`src/rtl/spi_dac_ctrl_pkg.sv`:
```
// ============================================================================
// Module  : spi_dac_ctrl_pkg
// Brief   : FSM states and command-frame bit positions for the DAC SPI master
// Revision: 1.0 - initial release
// ============================================================================
`default_nettype none

package spi_dac_ctrl_pkg;

    typedef enum logic [1:0] {
        ST_IDLE   = 2'd0,
        ST_SHIFT  = 2'd1,
        ST_CS_GAP = 2'd2,
        ST_LDAC   = 2'd3
    } state_t;

    localparam int          c_ch_bit   = 15;
    localparam int          c_buf_bit  = 14;
    localparam int          c_ga_bit   = 13;
    localparam int          c_shdn_bit = 12;
    localparam int          c_frame_w  = 16;
    localparam logic [3:0]  c_last_bit = 4'd15;

endpackage

`default_nettype wire

```
`src/rtl/spi_dac_ctrl_sck_gen.sv`:
```
// ============================================================================
// Module  : spi_dac_ctrl_sck_gen
// Brief   : half-period counter; one-cycle tick every CLK_DIV enabled cycles
// Revision: 1.0 - initial release
// ============================================================================
`default_nettype none

module spi_dac_ctrl_sck_gen #(
    parameter int CLK_DIV = 25
) (
    input  logic sysclk,
    input  logic rst,
    input  logic i_clr,
    input  logic i_en,
    output logic o_tick
);

    localparam int                  c_cnt_w   = $clog2(CLK_DIV);
    localparam logic [c_cnt_w-1:0]  c_cnt_max = c_cnt_w'(CLK_DIV - 1);

    logic [c_cnt_w-1:0] r_cnt;

    always_ff @(posedge sysclk or posedge rst) begin
        if (rst) begin
            r_cnt <= '0;
        end else if (i_clr) begin
            r_cnt <= '0;
        end else if (i_en) begin
            r_cnt <= (r_cnt == c_cnt_max) ? '0 : r_cnt + 1'b1;
        end
    end

    assign o_tick = i_en && (r_cnt == c_cnt_max);

endmodule

`default_nettype wire

```
`src/rtl/spi_dac_ctrl.sv`:
```
// ============================================================================
// Module  : spi_dac_ctrl
// Brief   : SPI master writing 16-bit command frames to MCP49x1/49x2 DACs
// Revision: 1.0 - initial release
// ============================================================================
`default_nettype none

module spi_dac_ctrl
    import spi_dac_ctrl_pkg::*;
#(
    parameter int DATA_W  = 10,
    parameter int CLK_DIV = 25,
    parameter int NCH     = 1,
    parameter bit BUF     = 1'b1,
    parameter bit GA_N    = 1'b1,
    parameter bit SHDN_N  = 1'b1
) (
    input  logic              sysclk,
    input  logic              rst,
    input  logic [DATA_W-1:0] data_in,
    input  logic              ch_sel,
    input  logic              load,
    output logic              busy,
    output logic              done,
    output logic              dac_sdi,
    output logic              dac_cs,
    output logic              dac_sck,
    output logic              dac_ld
);

    state_t                 r_state, w_state_nxt;
    logic [c_frame_w-1:0]   r_shift, w_shift_nxt;
    logic [3:0]             r_bitcnt, w_bitcnt_nxt;
    logic                   r_busy, w_busy_nxt;
    logic                   r_done, w_done_nxt;
    logic                   r_sdi, w_sdi_nxt;
    logic                   r_cs, w_cs_nxt;
    logic                   r_sck, w_sck_nxt;
    logic                   r_ld, w_ld_nxt;
    logic [c_frame_w-1:0]   w_frame;
    logic                   w_accept;
    logic                   w_tick;

    assign w_accept = load && (r_state == ST_IDLE);

    // Sample is MSB-justified into the 12-bit data field.
    always_comb begin
        w_frame             = '0;
        w_frame[c_ch_bit]   = (NCH == 2) ? ch_sel : 1'b0;
        w_frame[c_buf_bit]  = BUF;
        w_frame[c_ga_bit]   = GA_N;
        w_frame[c_shdn_bit] = SHDN_N;
        w_frame[11:0]       = 12'(data_in) << (12 - DATA_W);
    end

    spi_dac_ctrl_sck_gen #(
        .CLK_DIV (CLK_DIV)
    ) u_sck_gen (
        .sysclk (sysclk),
        .rst    (rst),
        .i_clr  (w_accept),
        .i_en   (r_state != ST_IDLE),
        .o_tick (w_tick)
    );

    always_ff @(posedge sysclk or posedge rst) begin
        if (rst) begin
            r_state  <= ST_IDLE;
            r_shift  <= '0;
            r_bitcnt <= '0;
            r_busy   <= 1'b0;
            r_done   <= 1'b0;
            r_sdi    <= 1'b0;
            r_cs     <= 1'b1;
            r_sck    <= 1'b0;
            r_ld     <= 1'b1;
        end else begin
            r_state  <= w_state_nxt;
            r_shift  <= w_shift_nxt;
            r_bitcnt <= w_bitcnt_nxt;
            r_busy   <= w_busy_nxt;
            r_done   <= w_done_nxt;
            r_sdi    <= w_sdi_nxt;
            r_cs     <= w_cs_nxt;
            r_sck    <= w_sck_nxt;
            r_ld     <= w_ld_nxt;
        end
    end

    always_comb begin
        w_state_nxt  = r_state;
        w_shift_nxt  = r_shift;
        w_bitcnt_nxt = r_bitcnt;
        w_busy_nxt   = r_busy;
        w_done_nxt   = 1'b0;
        w_sdi_nxt    = r_sdi;
        w_cs_nxt     = r_cs;
        w_sck_nxt    = r_sck;
        w_ld_nxt     = r_ld;
        case (r_state)
            ST_IDLE: begin
                if (w_accept) begin
                    w_state_nxt  = ST_SHIFT;
                    w_shift_nxt  = w_frame;
                    w_bitcnt_nxt = '0;
                    w_busy_nxt   = 1'b1;
                    w_sdi_nxt    = w_frame[c_frame_w-1];
                    w_cs_nxt     = 1'b0;
                    w_sck_nxt    = 1'b0;
                end
            end
            ST_SHIFT: begin
                if (w_tick) begin
                    w_sck_nxt = ~r_sck;
                    // Data advances on the falling edge so it is stable at the next rise.
                    if (r_sck) begin
                        if (r_bitcnt == c_last_bit) begin
                            w_cs_nxt    = 1'b1;
                            w_sdi_nxt   = 1'b0;
                            w_state_nxt = ST_CS_GAP;
                        end else begin
                            w_shift_nxt  = {r_shift[c_frame_w-2:0], 1'b0};
                            w_sdi_nxt    = r_shift[c_frame_w-2];
                            w_bitcnt_nxt = r_bitcnt + 4'd1;
                        end
                    end
                end
            end
            ST_CS_GAP: begin
                if (w_tick) begin
                    w_ld_nxt    = 1'b0;
                    w_state_nxt = ST_LDAC;
                end
            end
            ST_LDAC: begin
                if (w_tick) begin
                    w_ld_nxt    = 1'b1;
                    w_done_nxt  = 1'b1;
                    w_busy_nxt  = 1'b0;
                    w_state_nxt = ST_IDLE;
                end
            end
            default: w_state_nxt = ST_IDLE;
        endcase
    end

    assign busy    = r_busy;
    assign done    = r_done;
    assign dac_sdi = r_sdi;
    assign dac_cs  = r_cs;
    assign dac_sck = r_sck;
    assign dac_ld  = r_ld;

endmodule

`default_nettype wire
```
`config.mk`:
```
export PLATFORM = sky130hd
export DESIGN_NAME = spi_dac_ctrl
export DESIGN_NICKNAME = d
export VERILOG_FILES = /design/src/rtl/spi_dac_ctrl_pkg.sv /design/src/rtl/spi_dac_ctrl_sck_gen.sv /design/src/rtl/spi_dac_ctrl.sv
export SDC_FILE = /design/constraint.sdc
export NUM_CORES = 1
export LEC_CHECK = 0
export CAP_MARGIN = 10
export CORE_AREA = 2 2 58 87
export DETAILED_ROUTE_END_ITERATION = 16
export DIE_AREA = 0 0 60 89
export PLACE_DENSITY = 0.53
export SYNTH_ARGS = -nofsm -noshare
export SYNTH_HDL_FRONTEND = slang
export SYNTH_SLANG_ARGS = --single-unit
```
`constraint.sdc`:
```
create_clock -name sysclk -period 3.2 [get_ports sysclk]
set_input_delay 0.48 -clock sysclk [delete_from_list [all_inputs] [get_ports sysclk]]
set_output_delay 0.48 -clock sysclk [all_outputs]
set_load 0.01 [all_outputs]
```
After elaboration in Yosys (flattened, before gate mapping)
Index checks and enable logic that the tools add are counted.

Add/subtract/negate cells: 2. Eq/ne operators: 12. Multiplexer cells: 38. Bitwise operators: 1. Reduce and logical (&&, ||, !) cells: 15.

Operators with widths (number): $mux W15 (4); $pmux W15 S2 (1); $mux W4 (4); $mux W5 (3); $mux W1 (13); $mux W2 (6); $pmux W1 S2 (5); $reduce_and A5 Y1 (2); $reduce_bool A2 Y1 (5); $reduce_and A3 Y1 (3); $ne A2 B1 Y1 const B (4); $pmux W2 S4 (1); $pmux W4 S2 (1); $ne A2 B2 Y1 const B (3); $reduce_and A6 Y1 (1); $add A5 B1 Y5 const B (1); $eq A5 B5 Y1 const B (1); $add A4 B1 Y4 const B (1); $eq A2 B2 Y1 const B (2); $eq A4 B4 Y1 const B (1); $reduce_and A4 Y1 (1); $eq A2 B1 Y1 const B (1); $logic_and A1 B1 Y1 (2); $logic_not A2 Y1 (1); $not A1 Y1 (1).

Register bits after elaboration: 32. Input port bits: 14.

Logic depth before layout (Yosys ltp)
Depth after elaboration: 5. Mapped depth: 7.

By module
Synthesis repeated with hierarchy kept, for this count alone.

Cell total of the unflattened synthesis: 164. Area, all modules: 1726.7 um^2.

Modules (own cells, without submodules): spi_dac_ctrl (times used 1, cells an instance 131, area an instance 1421.4 um^2, sequential area each 628.1 um^2); spi_dac_ctrl_sck_gen (times used 1, cells an instance 33, area an instance 305.3 um^2, sequential area each 125.1 um^2).

Worst setup path after synthesis
No wires, ideal clock.

Path type: register to register. Start: register r_state[0]. End: register r_state[1]. Library setup time: 0.125 ns. Arrival time: 1.585 ns. Data required time: 3.075 ns. Path slack: 1.491 ns. Cell stages (with the launch flop): 8. Buffers on the path: 1. Clock period less this slack: 1.709 ns. Cell sequence: dfrtp_1 > inv_1 > ha_1 > buf_2 > nor2b_1 > a21oi_1 > nand3_1 > mux2_2.

Longest elaborated chain between the ends: 4. Elaborated cells on any way between the ends: 15. Classes of those cells: 9 x eq/ne; 1 x mux; 5 x reduce/logical.

Ends and longest elaborated chain: start, declared (RTL line spi_dac_ctrl.sv:31) `state_t r_state, w_state_nxt;`; start signal, assigned (RTL line spi_dac_ctrl.sv:78) `r_state <= w_state_nxt;`; $reduce_bool A2 Y1 or $logic_not A2 Y1 (tied branches) (RTL line spi_dac_ctrl.sv:62, spi_dac_ctrl.sv:44, spi_dac_ctrl.sv:100); $logic_and A1 B1 Y1 (on tied branches) (RTL line spi_dac_ctrl_sck_gen.sv:33, spi_dac_ctrl.sv:44); $ne A2 B1 Y1 (no source line); $reduce_and A6 Y1 (no source line).

Several ways; a longest one is shown, not always the timed one. A chain may end at the register's enable or synchronous reset.

Worst setup path in the final report
Start: register r_state[0]. End: register r_shift[6].

Longest elaborated chain between the ends: 4. Elaborated cells on any way between the ends: 12. Classes of those cells: 5 x eq/ne; 1 x mux; 6 x reduce/logical.

Ends and longest elaborated chain: $reduce_bool A2 Y1 or $logic_not A2 Y1 (tied branches) (RTL line spi_dac_ctrl.sv:62, spi_dac_ctrl.sv:44, spi_dac_ctrl.sv:100); $logic_and A1 B1 Y1 (on tied branches) (RTL line spi_dac_ctrl_sck_gen.sv:33, spi_dac_ctrl.sv:44); $ne A2 B1 Y1 (no source line); $reduce_and A5 Y1 (no source line); end signal, assigned (RTL line spi_dac_ctrl.sv:79) `r_shift <= w_shift_nxt;`; end, declared (RTL line spi_dac_ctrl.sv:32) `logic [c_frame_w-1:0] r_shift, w_shift_nxt;`.

Several ways; a longest one is shown, not always the timed one.

==> out/summary.txt <==
Status -> completed
Final WL -> 3100 um
Final GP Congestion -> 0.830
Final min period -> 1.99 ns
Synth top area share -> 45.2%
Final worst path period share -> 62.1%
Initial antenna violation count -> 0
Fin nets -> 179
CP Max Fanout -> 14
Library cells used by synthesis -> 40
Seq/Total Area, Yosys -> 48.5%
Gr usage total -> 13.6%
Setup TNS -> 0 ns
Post-route DRC -> 0
Syn Area/Cell -> 11.4 sq um
Hold WS -> 0.501 ns
Synth area leaders -> dfrtp_1 (45%), ha_1 (6.5%), o221a_2 (3.6%)
Peak Freq -> 0.503 GHz
# diodes -> 0
CTS resizes -> 0
Tightest Pin Transition -> 0.438 ns
Most used DFF post-synth -> dfrtp_1
Core area -> 4540 sq um
Num CTS Buffers -> 5
Hold_sp -> r_shift[12]
Synth-to-layout area growth -> 20.1%
Syn Inst Count -> 136
Clock root cell -> clkbuf_8
Die Area -> 5340 sq um
Die Ht -> 89 um
Arr. time, crit path -> 2.20 ns
Htree depth -> 2
Post-DP HPWL -> 2190 um
Maxcap violations -> 0
Crit path launch -> r_state[0]
Hold-fix buffer count after cts -> 0
Critical R2R Launch -> r_state[0]
CP startpoint kind -> register
Post-CTS setup repair buffer count -> 0
Vias -> 1,085
Slowest stage delay, CP -> 0.38 ns
Syn_nets -> 158
Slew headroom -> 70.8%
Initial DRC Count -> 51
Router iterations before antenna repair -> 4
CP cell instances -> inv_1 -> ha_1 -> and2b_2 -> nand3_4 -> o21ai_4 -> o221a_1
RSZ-0062 raised after global routing -> false
CTS tree -> done
Biggest area consumer among synthesized cells -> dfrtp_1
First-pass GRT wire length -> 5510 um
Asr flop ratio synth -> 100%
Final hold vios -> 0
Setup violators final -> 0
Most frequent cell after synthesis -> dfrtp_1
Clock latency at the later pin of the worst-skew pair -> 0.28 ns
CP Class -> register to register
Worst min path class -> register to register
Wire length per cell -> 14.0 um
Seq cells post-synth -> 30
Vias in the first global route -> 1,206
Static Leak -> 0.865 nW
Synthesized area -> 1550 sq um
Largest net degree at the start of global routing -> 31
Max rail drop VDD -> 246 uV
Worst Clk Skew -> 0.00523 ns
Share of cells above drive strength 1 -> 20.4%
Row count -> 30
Routed Antenna Nets -> 0
Slew Viols, Final -> 0
Grt ovf -> 0
Power density cells -> 379 nW/um^2
Worst Path Required -> 3.41 ns
Most instantiated cells after synthesis -> dfrtp_1 (28), inv_1 (9), nand2_1 (9), o21ai_0 (9), or2_2 (9)
Via density -> 4.91
Worst setup EP type -> register
Clock-pin slew on the worst setup and hold paths -> 0.06 ns
Starting density of the core -> 34.2%
Die W -> 60 um
Worst path slowest cell -> dfrtp_1
Post-route cell area -> 1860 sq um
Synth Warn # -> 0
CTS sink count -> 30
Cell Area, Placed -> 1780 sq um
# port buffers -> 18
Max clock buf depth -> 2
# fillers -> 451
Num ports -> 20
Number of synthesized flops with an enable pin -> 0
[worst paths after layout]
kind                                       to  slack (ns)  cells after the start
max in group asynchronous              dac_ld        2.29                      3
min in group asynchronous  u_sck_gen.r_cnt[4]        0.58                      3
hold / removal                    r_shift[12]        0.50                      1
setup / recovery                   r_shift[6]        1.21                      6
setup reg to reg                   r_shift[6]        1.21                      6
hold reg to reg                   r_shift[12]        0.50                      1
[metrics by stage]
step	util, %	setup slack, ns	total power [mW]	instances
after floorplan	-	1.49	0.392	136
after global placement	39.1	1.27	0.411	214
after detailed placement	39.1	1.21	0.411	214
after CTS	41.0	1.19	0.716	221
after global routing	41.0	1.03	0.734	221
final	41.0	1.21	0.706	221
[logic make-up (layout without fill, tap and decap cells)]
logic type / after synthesis / count (layout) / synth area share (%)
multiplexers: 5 / 5 / 3.31
AO/OA/AOI/OAI: 34 / 34 / 18.1
flip-flops: 30 / 30 / 48.5
adder cells (fa/ha/maj): 8 / 8 / 6.45
AND/OR/NAND/NOR: 44 / 44 / 18.1
buffers and inverters: 14 / 35 / 4.92
XOR/XNOR: 1 / 1 / 0.565
[critical path: cells and delay by family (launching register included)]
kind            cells  cell delay, ns
buf+inv             1            0.10
compound gates      2            0.65
simple gates        2            0.42
flops               1            0.38
fa+ha+maj           1            0.36
[metal layers]
| layer | up-vias | part of all wire, % | global-route usage, % |
|---|---|---|---|
| met5 | - | 0 | 0 |
| met4 | 0 | 1.8 | 5.45 |
| met3 | 5 | 4.0 | 3.76 |
| met2 | 18 | 51 | 23.4 |
| met1 | 533 | 43 | 15.6 |
| li1 | 529 | - | - |
[where the power goes]
group | switching (mW) | leakage, nW | total, mW | internal [mW]
logic | 0.0105 | 0.440 | 0.0243 | 0.0139
clock network | 0.132 | 0.0443 | 0.302 | 0.170
registers | 0 | 0.381 | 0.380 | 0.380
[cell type report]
class                           instances  area (sq um)  area share, %
Sequential cell                        30           753           40.4
Multi-Input combinational cell         92           722           38.8
Tap cell                               64          80.1           4.30
Clock buffer                            7          86.3           4.63
Inverter                                9          33.8           1.81
Timing Repair Buffer                   19           188           10.1
[placed cells by master, fill, tap and decap left out, drive strengths merged, types with 6 or more instances in the layout]
master and count:
dfrtp 28, clkdlybuf4s50 18, o21ai 10, nand2 9, inv 9, or2 9
o221a 9, ha 8, clkbuf 7, nor2 6
[registers in the layout, indices dropped and copies added, names as in the netlist]
name / cells
r_shift: 13
u_sck_gen.r_cnt: 5
r_bitcnt: 4
r_state: 2
busy: 1
dac_cs: 1
dac_ld: 1
dac_sck: 1
dac_sdi: 1
done: 1
No activity file was read; power rests on OpenSTA's default activity.
==> patch 1 (same settings) <==
Reset style: synchronous (`rst`), changed in 2 clocked blocks.
--- a/src/rtl/spi_dac_ctrl_sck_gen.sv
+++ b/src/rtl/spi_dac_ctrl_sck_gen.sv
@@ -20,7 +20,7 @@
 
     logic [c_cnt_w-1:0] r_cnt;
 
-    always_ff @(posedge sysclk or posedge rst) begin
+    always_ff @(posedge sysclk) begin
         if (rst) begin
             r_cnt <= '0;
         end else if (i_clr) begin
--- a/src/rtl/spi_dac_ctrl.sv
+++ b/src/rtl/spi_dac_ctrl.sv
@@ -63,7 +63,7 @@
         .o_tick (w_tick)
     );
 
-    always_ff @(posedge sysclk or posedge rst) begin
+    always_ff @(posedge sysclk) begin
         if (rst) begin
             r_state  <= ST_IDLE;
             r_shift  <= '0;
Check against the original RTL: differs if rst is asserted again (counterexample within 4 cycles, from zero or initial values and one cycle with rst high); with rst held inactive, the same outputs for 10 cycles.
==> patch 1 against the original RTL <==
Synthesized area decreased by 3.1%. First-iteration DRC count increased by 55%. Fmax decreased by 15%. Routed wire length increased by 10%. Critical path depth unchanged. Sequential cell count unchanged. Setup slack got worse by 0.34 ns. Via count increased by 17%. Cell area decreased by 1.6%. Highest routed layer unchanged.
Power is not compared: it rests on default switching activity, and its combinational part moved more than twofold at a synthesized area within 25%.
==> patch 1: results (changes against the original RTL) <==
{
  "cell_types_with_the_largest_area_share_after_synthesis": "dfxtp_1 (40%), a211oi_1 (10%), mux2i_1 (7.3%)",
  "synth_async_sr_flop_share": {"value": 0, "change": "-1.00"},
  "synthesis.yosys.warnings": {"value": 0, "change": "unchanged"},
  "leakage_power_of_the_design_nw": 0.649,
  "worst_vdd_drop_uv": 304,
  "skew": {"value": 0.00594, "unit": "ns", "change": "+0.000709 ns"},
  "grt_util_all_layers": {"value": 0.145, "change": "+0.00898"},
  "placement.setup.worst_slack": {"value": 0.870, "unit": "ns", "change": "-0.338 ns"},
  "grtUsageMet3": {"value": 0.0434, "change": "+0.00579"},
  "seq_area_frac_synth": {"value": 0.400, "change": "-0.0858"},
  "drive_gt1_frac": {"value": 0.0829, "change": "-0.121"},
  "fraction_of_area_in_non_clock_buffers": {"value": 0.115, "change": "+0.0139"},
  "place.detailed.instances": {"value": 237, "change": "+11%"},
  "layoutNonFillerInstCount": {"value": 245, "change": "+11%"},
  "numPortBuffers": {"value": 18, "change": "unchanged"},
  "clkTransAtPathRegs": {"value": 0.06, "unit": "ns", "change": "about the same"},
  "dr.first_iter.drc_count": {"value": 79, "change": "+55%"},
  "gp_congestion": {"value": 0.734, "change": "-11%"},
  "final-seq-area": {"value": 601, "unit": "µm²", "change": "-20%"},
  "synth.top_cells.by_count": "dfxtp_1 (30), a211oi_1 (20), mux2i_1 (11), nand2_1 (11), a21oi_1 (10)",
  "layout.non_clock_buffers": {"value": 22, "change": "+3"},
  "avgSynthCellArea": {"value": 9.22, "unit": "µm²", "change": "-19%"},
  "groute.layer.met2.usage": {"value": 0.250, "change": "+0.0158"},
  "total_detailed_routing_wirelength": {"value": 3.42, "unit": "mm", "change": "+10%"},
  "grt_start_max_net_pins": {"value": 22, "change": "-29%"},
  "placedInstanceArea": {"value": 1740, "unit": "µm²", "change": "-2.0%"},
  "critPathSlowestCell": "and4_1",
  "first_global_vias": {"value": 1277, "change": "+5.9%"},
  "max_slew.worst_pin.slew": {"value": 0.747, "unit": "ns", "change": "+0.309 ns"},
  "synthesis.area": {"value": 1500, "unit": "µm²", "change": "-3.1%"},
  "fin_total_pwr_w": 0.00133,
  "design.seq.count": {"value": 30, "change": "unchanged"},
  "synthesis.nets": {"value": 185, "change": "+17%"},
  "critical-path-top-delay-family": "simple AND/OR/NAND/NOR gates",
  "global_route_wire_length_before_repair": {"value": 5.80, "unit": "mm", "change": "+5.2%"},
  "cp_slowest_stage_delay": {"value": 0.58, "unit": "ns", "change": "+0.20 ns"},
  "relative_area_of_clock_buffers_and_inverters_in_the_final_design": {"value": 0.0498, "change": "+0.00349"},
  "post_synth_num_cell_types": {"value": 39, "change": "-2.5%"},
  "layout.cell_area.non_filler": {"value": 1830, "unit": "µm²", "change": "-1.6%"},
  "grt_use_met1": {"value": 0.163, "change": "+0.00632"},
  "outcome": "completed",
  "dp.final_hpwl": {"value": 2.42, "unit": "mm", "change": "+11%"},
  "share_of_cell_area_taken_by_multi_input_logic_gates": {"value": 0.446, "change": "+0.0582"},
  "arrival": {"value": 2.50, "unit": "ns", "change": "+0.30 ns"}
}
## patch 1: cell count changes after synthesis, moves of 7 or more
cell      unedited run  this run
mux2i_1              4        11
a21oi_1              2        10
dfxtp_1              0        30
a211oi_1             0        20
or2_2                9         1
o21ai_0              9         2
dfrtp_1             28         0
## patch 1: path summary, 6_finish.rpt
kind | startpoint | endpoint | slack [ns] | cells past startpoint
min reg2reg | dac_ld | dac_ld | 0.45 | 2
max | r_state[0] | r_shift[13] | 0.87 | 6
min | dac_ld | dac_ld | 0.45 | 2
max reg2reg | r_state[0] | r_shift[13] | 0.87 | 6
## patch 1: cell families after synthesis
group                      Yosys count  share of synthesized area
DFF                                 30                      0.400
buffers and inverters               21                     0.0566
xor gates and xnor gates             4                     0.0233
AOI/OAI and AO/OA                   43                      0.201
adders and majority gates            8                     0.0666
muxes                               12                     0.0808
and+or+nand+nor                     45                      0.172
## patch 1: layer usage
layer,up-vias,routed length (µm)
met2,27,1740
met4,0,61
met1,597,1480
li1,634,-
met3,7,136
met5,-,0
==> patch 2 (same settings) <==
Made on the original files. `BUF`: 1'b1 -> 1'b0.
--- a/src/rtl/spi_dac_ctrl.sv
+++ b/src/rtl/spi_dac_ctrl.sv
@@ -11,7 +11,7 @@
     parameter int DATA_W  = 10,
     parameter int CLK_DIV = 25,
     parameter int NCH     = 1,
-    parameter bit BUF     = 1'b1,
+    parameter bit BUF     = 1'b0,
     parameter bit GA_N    = 1'b1,
     parameter bit SHDN_N  = 1'b1
 ) (
Check against the original RTL: no difference found for any inputs over 10 cycles, from zero or initial values and one cycle with rst high; that may be too few to reach the edited logic, so the function may still have changed.
==> patch 2 against the original RTL <==
Cell area down 1.1%. Count of clock-buffer cells in the layout unchanged. Sequential power about the same. Die area unchanged. Setup slack worse by 0.34 ns. Global-route usage down 0.26 points. Sequential cell count unchanged. Synthesized area down 2.1%. Routed wire length down 2.8%. First-iteration DRC count down 49%. Total power up 1.7%.
==> patch 2: results (changes against the original RTL) <==
{
  "outcome": "completed",
  "timing.critical_path.fanout_max": {"value": 16, "change": "+2"},
  "layout.non_clock_inverters": {"value": 11, "change": "+2"},
  "average_wire_per_standard_cell": {"value": 13.1, "unit": "µm", "change": "-6.2%"},
  "endpoint": "r_state[1]",
  "dp.final_hpwl": {"value": 2.10, "unit": "mm", "change": "-3.9%"},
  "period_needed": {"value": 2.33, "unit": "ns", "change": "+0.342 ns"},
  "avgSynthCellArea": {"value": 10.6, "unit": "µm²", "change": "-6.9%"},
  "max_slew.worst_pin.slew": {"value": 0.492, "unit": "ns", "change": "+0.0544 ns"},
  "cp_slowest_stage_delay": {"value": 0.48, "unit": "ns", "change": "+0.10 ns"},
  "grt_use_met1": {"value": 0.142, "change": "-0.0143"},
  "synth.top_cells.by_count": "dfrtp_1 (28), inv_1 (11), nand2_1 (11)",
  "critPathSlowestCell": "ha_1",
  "synthesis.nets": {"value": 165, "change": "+4.4%"},
  "cell_types_with_the_largest_area_share_after_synthesis": "dfrtp_1 (46%), ha_1 (6.6%), o22a_1 (4.6%)",
  "groute.layer.met2.usage": {"value": 0.239, "change": "+0.00494"},
  "first_global_vias": {"value": 1191, "change": "-1.2%"},
  "ff2ff_setup_slack": {"value": 0.87, "unit": "ns", "change": "-0.34 ns"},
  "filler_cell_count": {"value": 466, "change": "+3.3%"},
  "layout.non_clock_buffers": {"value": 20, "change": "+1"},
  "arrival": {"value": 2.49, "unit": "ns", "change": "+0.29 ns"},
  "gp_congestion": {"value": 0.816, "change": "-1.7%"},
  "placedInstanceArea": {"value": 1750, "unit": "µm²", "change": "-1.4%"},
  "placement.setup.worst_slack": {"value": 0.880, "unit": "ns", "change": "-0.328 ns"},
  "skew": {"value": 0.00794, "unit": "ns", "change": "+0.00271 ns"},
  "fraction_of_area_in_non_clock_buffers": {"value": 0.106, "change": "+0.00517"}
}
patch 2: stage by stage:
step | hold WS, ns | util | std cells
floorplan | 0.465 | - | 143
global placement | 0.477 | 0.386 | 221
detailed placement | 0.480 | 0.386 | 221
CTS | 0.495 | 0.406 | 229
global route | 0.520 | 0.406 | 229
finish | 0.495 | 0.406 | 229
patch 2: where the power goes:
group | total (W) | switching (W) | internal (W)
Combinational | 0.0000245 | 0.0000102 | 0.0000143
Clock | 0.000314 | 0.000141 | 0.000173
Sequential | 0.000379 | 0 | 0.000379
patch 2: logic make-up after synthesis:
family | Yosys count | share of synthesized area
AND/OR/NAND/NOR | 44 | 0.163
AO/OA/AOI/OAI | 40 | 0.194
flip-flops | 30 | 0.496
buffers and inverters | 17 | 0.0552
adder cells (fa/ha/maj) | 8 | 0.0659
multiplexers | 3 | 0.0206
XOR/XNOR | 1 | 0.00577
patch 2: per-layer routing:
layer | vias to the layer above | routed length [µm]
li1 | 552 | -
met4 | 0 | 65
met1 | 563 | 1230
met5 | - | 0
met2 | 23 | 1600
met3 | 5 | 110
patch 2: critical path: cells and delay by family (launching register included):
| family | cells | cell delay, ns |
|---|---|---|
| AND/OR/NAND/NOR | 3 | 0.80 |
| adder cells (fa/ha/maj) | 1 | 0.48 |
| flip-flops | 1 | 0.41 |
| multiplexers | 1 | 0.39 |
| buffers and inverters | 1 | 0.13 |
patch 2: worst min-delay path by stage:
stage,startpoint,to,slack (ns),depth (start not counted)
finish,r_shift[11],r_shift[11],0.49,1
CTS,r_shift[8],r_shift[8],0.50,1
global placement,r_shift[10],r_shift[10],0.48,1
detailed placement,r_shift[8],r_shift[8],0.48,1
floorplan,r_shift[10],r_shift[10],0.46,1
global route,r_shift[11],r_shift[11],0.52,1
